File: config.mk
export PLATFORM = sky130hd
export DESIGN_NAME = display_scheduler
export DESIGN_NICKNAME = d
export VERILOG_FILES = /design/src/rtl/disp_sched_pkg.sv /design/src/rtl/disp_scan_prescaler.sv /design/src/rtl/display_scheduler.sv
export SDC_FILE = /design/constraint.sdc
export NUM_CORES = 1
export LEC_CHECK = 0
export BUFFER_PORTS_ARGS = -buffer_cell sky130_fd_sc_hd__buf_2
export CORE_ASPECT_RATIO = 1.2
export CORE_MARGIN = 1.5
export CORE_UTILIZATION = 50
export CTS_BUF_LIST = sky130_fd_sc_hd__clkbuf_4 sky130_fd_sc_hd__clkbuf_8 sky130_fd_sc_hd__clkbuf_16
export CTS_CLUSTER_DIAMETER = 200
export DETAILED_ROUTE_END_ITERATION = 10
export PLACE_DENSITY = 0.89
export REMOVE_ABC_BUFFERS = 1
export SYNTH_ARGS = -nofsm -noshare
export SYNTH_HDL_FRONTEND = slang
export SYNTH_SLANG_ARGS = --single-unit
File: constraint.sdc
create_clock -name system_clock -period 5.3 [get_ports system_clock]
set_clock_uncertainty 0.2 [all_clocks]
set_input_delay 0.53 -clock system_clock [delete_from_list [all_inputs] [get_ports system_clock]]
set_output_delay 0.53 -clock system_clock [all_outputs]
set_load 0.02 [all_outputs]
File: src/rtl/disp_sched_pkg.sv
// Shared types and constants for the display scheduler.
// Holds the arbitration state enum, the display word width and an index-width helper.
package disp_sched_pkg;

    typedef enum logic [1:0] {
        IDLE,
        DWELL,
        HOLD
    } state_t;

    localparam int DISP_DATA_W = 32;

    function automatic int src_idx_w(input int n);
        return (n > 1) ? $clog2(n) : 1;
    endfunction

endpackage

File: src/rtl/disp_scan_prescaler.sv
// Free-running divider that produces the one-cycle digit-scan clock enable.
// The counter runs 0..SCAN_DIV-1 and scan_ce is high while it sits at SCAN_DIV-1.
module disp_scan_prescaler #(
    parameter int SCAN_DIV = 100000
) (
    input  logic system_clock,
    input  logic cpu_rst_n,
    output logic scan_ce
);

    localparam int CNT_W = (SCAN_DIV > 1) ? $clog2(SCAN_DIV) : 1;
    localparam logic [CNT_W-1:0] CNT_LAST = CNT_W'(SCAN_DIV - 1);

    logic [CNT_W-1:0] cnt;

    always_ff @(posedge system_clock or negedge cpu_rst_n) begin
        if (!cpu_rst_n) begin
            cnt <= '0;
        end else if (cnt == CNT_LAST) begin
            cnt <= '0;
        end else begin
            cnt <= cnt + CNT_W'(1);
        end
    end

    assign scan_ce = (cnt == CNT_LAST);

endmodule

File: src/rtl/display_scheduler.sv
// Round-robin owner arbitration of the 8-digit display with a minimum dwell in scan periods.
// Build option: define DISP_SRC_TAG_EN to show the owner index in the leftmost digit (seg87[7:4]).
module display_scheduler
    import disp_sched_pkg::*;
#(
    parameter int NUM_SRC     = 4,
    parameter int SCAN_DIV    = 100000,
    parameter int DWELL_SCANS = 4000
) (
    input  logic                               system_clock,
    input  logic                               cpu_rst_n,
    input  logic [NUM_SRC-1:0]                 src_req,
    input  logic [NUM_SRC*DISP_DATA_W-1:0]     src_data,
    output logic [NUM_SRC-1:0]                 src_grant,
    output logic [src_idx_w(NUM_SRC)-1:0]      active_src,
    output logic                               display_valid,
    output logic                               scan_ce,
    output logic [7:0]                         seg87,
    output logic [7:0]                         seg65,
    output logic [7:0]                         seg43,
    output logic [7:0]                         seg21
);

    localparam int SRC_W = src_idx_w(NUM_SRC);
    localparam int DW_W  = $clog2(DWELL_SCANS + 1);
    localparam logic [DW_W-1:0]  DW_MAX   = DW_W'(DWELL_SCANS);
    localparam logic [SRC_W-1:0] SRC_LAST = SRC_W'(NUM_SRC - 1);

    state_t                  state_q, state_d;
    logic [NUM_SRC-1:0]      grant_q, grant_d;
    logic [SRC_W-1:0]        active_q, active_d;
    logic                    valid_q, valid_d;
    logic [DISP_DATA_W-1:0]  seg_q, seg_d;
    logic [DW_W-1:0]         dwell_q, dwell_d;
    logic [SRC_W-1:0]        rr_q, rr_d;

    logic [DISP_DATA_W-1:0]  data_arr [NUM_SRC];
    logic [SRC_W-1:0]        lo_idx, hi_idx, win, sel_idx;
    logic                    found_hi, any_req, owner_req, others_req;
    logic [DISP_DATA_W-1:0]  sel_data;
    logic [DW_W-1:0]         dwell_inc;

    function automatic logic [DW_W-1:0] sat_inc(input logic [DW_W-1:0] v);
        return (v >= DW_MAX) ? DW_MAX : v + DW_W'(1);
    endfunction

    disp_scan_prescaler #(
        .SCAN_DIV (SCAN_DIV)
    ) u_prescaler (
        .system_clock (system_clock),
        .cpu_rst_n    (cpu_rst_n),
        .scan_ce      (scan_ce)
    );

    always_comb begin
        for (int i = 0; i < NUM_SRC; i++) begin
            data_arr[i] = src_data[i*DISP_DATA_W +: DISP_DATA_W];
        end
    end

    // Lowest requester at or above the pointer wins; otherwise wrap to the lowest overall.
    always_comb begin
        lo_idx   = '0;
        hi_idx   = '0;
        found_hi = 1'b0;
        for (int i = NUM_SRC - 1; i >= 0; i--) begin
            if (src_req[i]) begin
                lo_idx = SRC_W'(i);
                if (SRC_W'(i) >= rr_q) begin
                    hi_idx   = SRC_W'(i);
                    found_hi = 1'b1;
                end
            end
        end
        win = found_hi ? hi_idx : lo_idx;
    end

    always_comb begin
        any_req    = |src_req;
        owner_req  = src_req[active_q];
        others_req = |(src_req & ~grant_q);
        dwell_inc  = sat_inc(dwell_q);
        sel_idx    = (state_q == IDLE) ? win : active_q;
        sel_data   = data_arr[sel_idx];
`ifdef DISP_SRC_TAG_EN
        sel_data[DISP_DATA_W-1 -: 4] = 4'(sel_idx);
`endif
    end

    always_comb begin
        state_d  = state_q;
        grant_d  = grant_q;
        active_d = active_q;
        valid_d  = valid_q;
        seg_d    = seg_q;
        dwell_d  = dwell_q;
        rr_d     = rr_q;
        case (state_q)
            IDLE: begin
                if (any_req) begin
                    state_d  = DWELL;
                    grant_d  = NUM_SRC'(1) << win;
                    active_d = win;
                    valid_d  = 1'b1;
                    seg_d    = sel_data;
                    dwell_d  = '0;
                    rr_d     = (win == SRC_LAST) ? '0 : win + SRC_W'(1);
                end
            end
            DWELL, HOLD: begin
                // Voluntary release wins over refresh; handover only once dwell is met.
                if (!owner_req || (state_q == HOLD && others_req)) begin
                    state_d = IDLE;
                    grant_d = '0;
                    valid_d = 1'b0;
                end else if (scan_ce) begin
                    seg_d   = sel_data;
                    dwell_d = dwell_inc;
                    if (state_q == DWELL && dwell_inc == DW_MAX) begin
                        state_d = HOLD;
                    end
                end
            end
            default: begin
                state_d = IDLE;
                grant_d = '0;
                valid_d = 1'b0;
            end
        endcase
    end

    always_ff @(posedge system_clock or negedge cpu_rst_n) begin
        if (!cpu_rst_n) begin
            state_q  <= IDLE;
            grant_q  <= '0;
            active_q <= '0;
            valid_q  <= 1'b0;
            seg_q    <= '0;
            dwell_q  <= '0;
            rr_q     <= '0;
        end else begin
            state_q  <= state_d;
            grant_q  <= grant_d;
            active_q <= active_d;
            valid_q  <= valid_d;
            seg_q    <= seg_d;
            dwell_q  <= dwell_d;
            rr_q     <= rr_d;
        end
    end

    assign src_grant     = grant_q;
    assign active_src    = active_q;
    assign display_valid = valid_q;
    assign seg87         = seg_q[31:24];
    assign seg65         = seg_q[23:16];
    assign seg43         = seg_q[15:8];
    assign seg21         = seg_q[7:0];

endmodule

==> flow_summary.yaml <==
route:
  viasPerCell: 5.459
  drc: 0
  postRouteWirelength_um: 10980
  wire_per_inst_um: 15.40
  drt_pass1_iterations: 4
  postRouteAntennaNets: 0
  via_count: 3892
  first_iter_violations: 118
logic_synthesis:
  synth_top_area_cell: "dfrtp_1"
  yosysWarningCount: 0
  yosysUniqueCellTypes: 52
  synth_flop_cell: "dfrtp_1"
  netlist.area_leader.share_pct: 39.34
  ys_seq_area_share_pct: 39.34
  yosys-top-cells-area: "dfrtp_1 39%, mux2i_1 22%, mux2_2 8.1%"
  synth_edf_count: 0
  synth-async-reset-ratio_pct: 100.0
  syn_area_um2: 4579
  ys_ff_latch: 72
  synthCells: 422
  syn_area_per_cell_um2: 10.85
layout:
  finalNetCount: 731
  layout_commonest_cell: "buf_2"
  fin_util_pct: 64.15
  syn_to_final_growth_pct: 25.87
  final_cell_mix: "173 x buf_2, 102 x mux2i_1, 72 x dfrtp_1"
  layout-drive-gt1-share_pct: 39.53
  fill_cells: 729
timing:
  slew_headroom_pct: 38.22
  finalMaxSlewViolations: 0
  setup_slack_ns: 1.945
  final-setup-viol-count: 0
  rsz0062_at_grt: "false"
  setup-tns-final_ns: 0
  hold_viol: 0
  timing.final.crit_period_ns: 3.355
  worst_pin_slew_ns: 0.9189
  period_share_pct: 63.30
  fmax_ghz: 0.2981
  timing.hold.ws_ns: 0.1822
critical_path:
  critPathCaptureType: "flip-flop"
  critPathTopFamily: "simple AND/OR/NAND/NOR gates"
  cp-start-kind: "flip-flop"
  max_stage_delay_ns: 0.69
  arrival_ns: 3.42
  worstPathMaxFanout: 14
  critical_path_class: "reg -> reg"
  worst-path-buf-inv: 0
  crit_slowest_cell: "nand4_1"
  cp_cell_sequence: "or4b_1, nor4_4, nand4_1, nor2_1, a21boi_1, o21ai_0"
  critPathRequiredTime_ns: 5.37
clock_network:
  cts_tree: "built"
  holdBufCountCts: 0
  cts_buffers: 9
  cts_root_buffer: "clkbuf_8"
  htreeDepth: 3
  post_cts_buffers: 0
  clk_pin_slew_ns: 0.08
  ctsResizeCount: 0
  clk_latency_ns: 0.35
  cts_max_path_buffers: 2
  cts_sinks: 72
global_route:
  grt_pass1_wl_um: 18130
  grt-ovfl-total: 0
  grt_pass1_vias: 4087
  grt_start_max_net_pins: 73
  antenna_found_initial: 1
  track_usage_pct: 23.10
die:
  rows: 38
  die_w_um: 90.37
  fp.coreArea_um2: 8986
  dieArea_um2: 9745
  dieHeight_um: 107.8
  start_util_pct: 50.96
  ios: 174
placement:
  portBuffers: 173
  dpl.hpwl_um: 8143
  finalWeightedCongestion: 0.8521
  post-place-ws_ns: 1.990
power:
  powerDensity_nw_per_um2: 510.7
  ir_drop_mv: 0.4452
  finalPower_uw: 2944
  leakagePower_uw: 0.002834
flow_run:
  maxCapViolCount: 0
hold_path:
  hp-class: "in -> async"
status:
  status: "completed"
[cell type report]
cell class                 count  area [µm²]  area share, %
sequential                    72        1802          31.26
multi-input combinational    312        2619          45.43
antenna                        1       2.502        0.04341
clock inverter                 4       73.82          1.281
tap                          120       150.1          2.605
timing repair buffer         177       895.9          15.54
inverter                      15       56.30         0.9768
clock buffer                  12       165.2          2.865
[flip-flops by register name, summed over array words and instances (netlist names)]
signal           cells
rr_q                 2
u_prescaler.cnt     17
state_q              2
display_valid        1
src_grant            4
active_src           2
dwell_q             12
seg_q               32
[worst paths after layout]
kind | start | endpoint | slack, ns | cells past startpoint
max reg2reg | u_prescaler.cnt[13] | dwell_q[4] | 1.95 | 6
max in group asynchronous | cpu_rst_n | seg_q[9] | 4.13 | 2
min in group system_clock | u_prescaler.cnt[0] | u_prescaler.cnt[0] | 0.28 | 1
max | u_prescaler.cnt[13] | dwell_q[4] | 1.95 | 6
min | cpu_rst_n | seg_q[7] | 0.18 | 2
min reg2reg | u_prescaler.cnt[0] | u_prescaler.cnt[0] | 0.28 | 1
[report_power, final]
group          internal, µW  total, µW  switching [µW]
sequential              721        820            99.4
clock                   305        511             207
combinational           759       1610             853
total                  1780       2940            1160
[metal layers]
| layer | track usage [%] | vias to the layer above | part of all wire, % |
|---|---|---|---|
| li1 | - | 1866 | - |
| met1 | 25.20 | 1849 | 41 |
| met2 | 42.64 | 159 | 51 |
| met3 | 5.367 | 18 | 6.2 |
| met4 | 10.09 | 0 | 2.0 |
| met5 | 0 | - | 0 |
[synthesized netlist by cell type (all sizes together), types with 2 or more instances]
cell type	n
a21boi	3
a21o	2
a21oi	6
a221o	2
a22o	4
and3	2
buf	15
clkbuf	8
dfrtp	72
ha	10
inv	15
mux2	33
mux2i	102
nand2	19
nand2b	3
nand3	10
nand4	10
nand4bb	2
nor2	26
nor2b	6
nor3	7
nor3b	2
o21ai	12
o22ai	2
o2bb2ai	5
o31a	2
o31ai	2
or2	3
or4	2
xnor2	7
xor2	12
[cell families after synthesis]
family                     count (synthesis)  share of synthesized area [%]
AOI/OAI and AO/OA                         49                          8.087
xor gates and xnor gates                  19                          3.634
adders and majority gates                 10                          2.732
buffers and inverters                     38                          3.989
DFF                                       72                          39.34
muxes                                    136                          30.90
and+or+nand+nor                           98                          11.31
[stage by stage]
stage | instance area (µm²) | cells
floorplan | 4453 | 399
global placement | 5523 | 696
detailed placement | 5523 | 696
CTS | 5762 | 712
global route | 5764 | 713
finish | 5764 | 713
No activity file was read; power rests on OpenSTA's default activity.
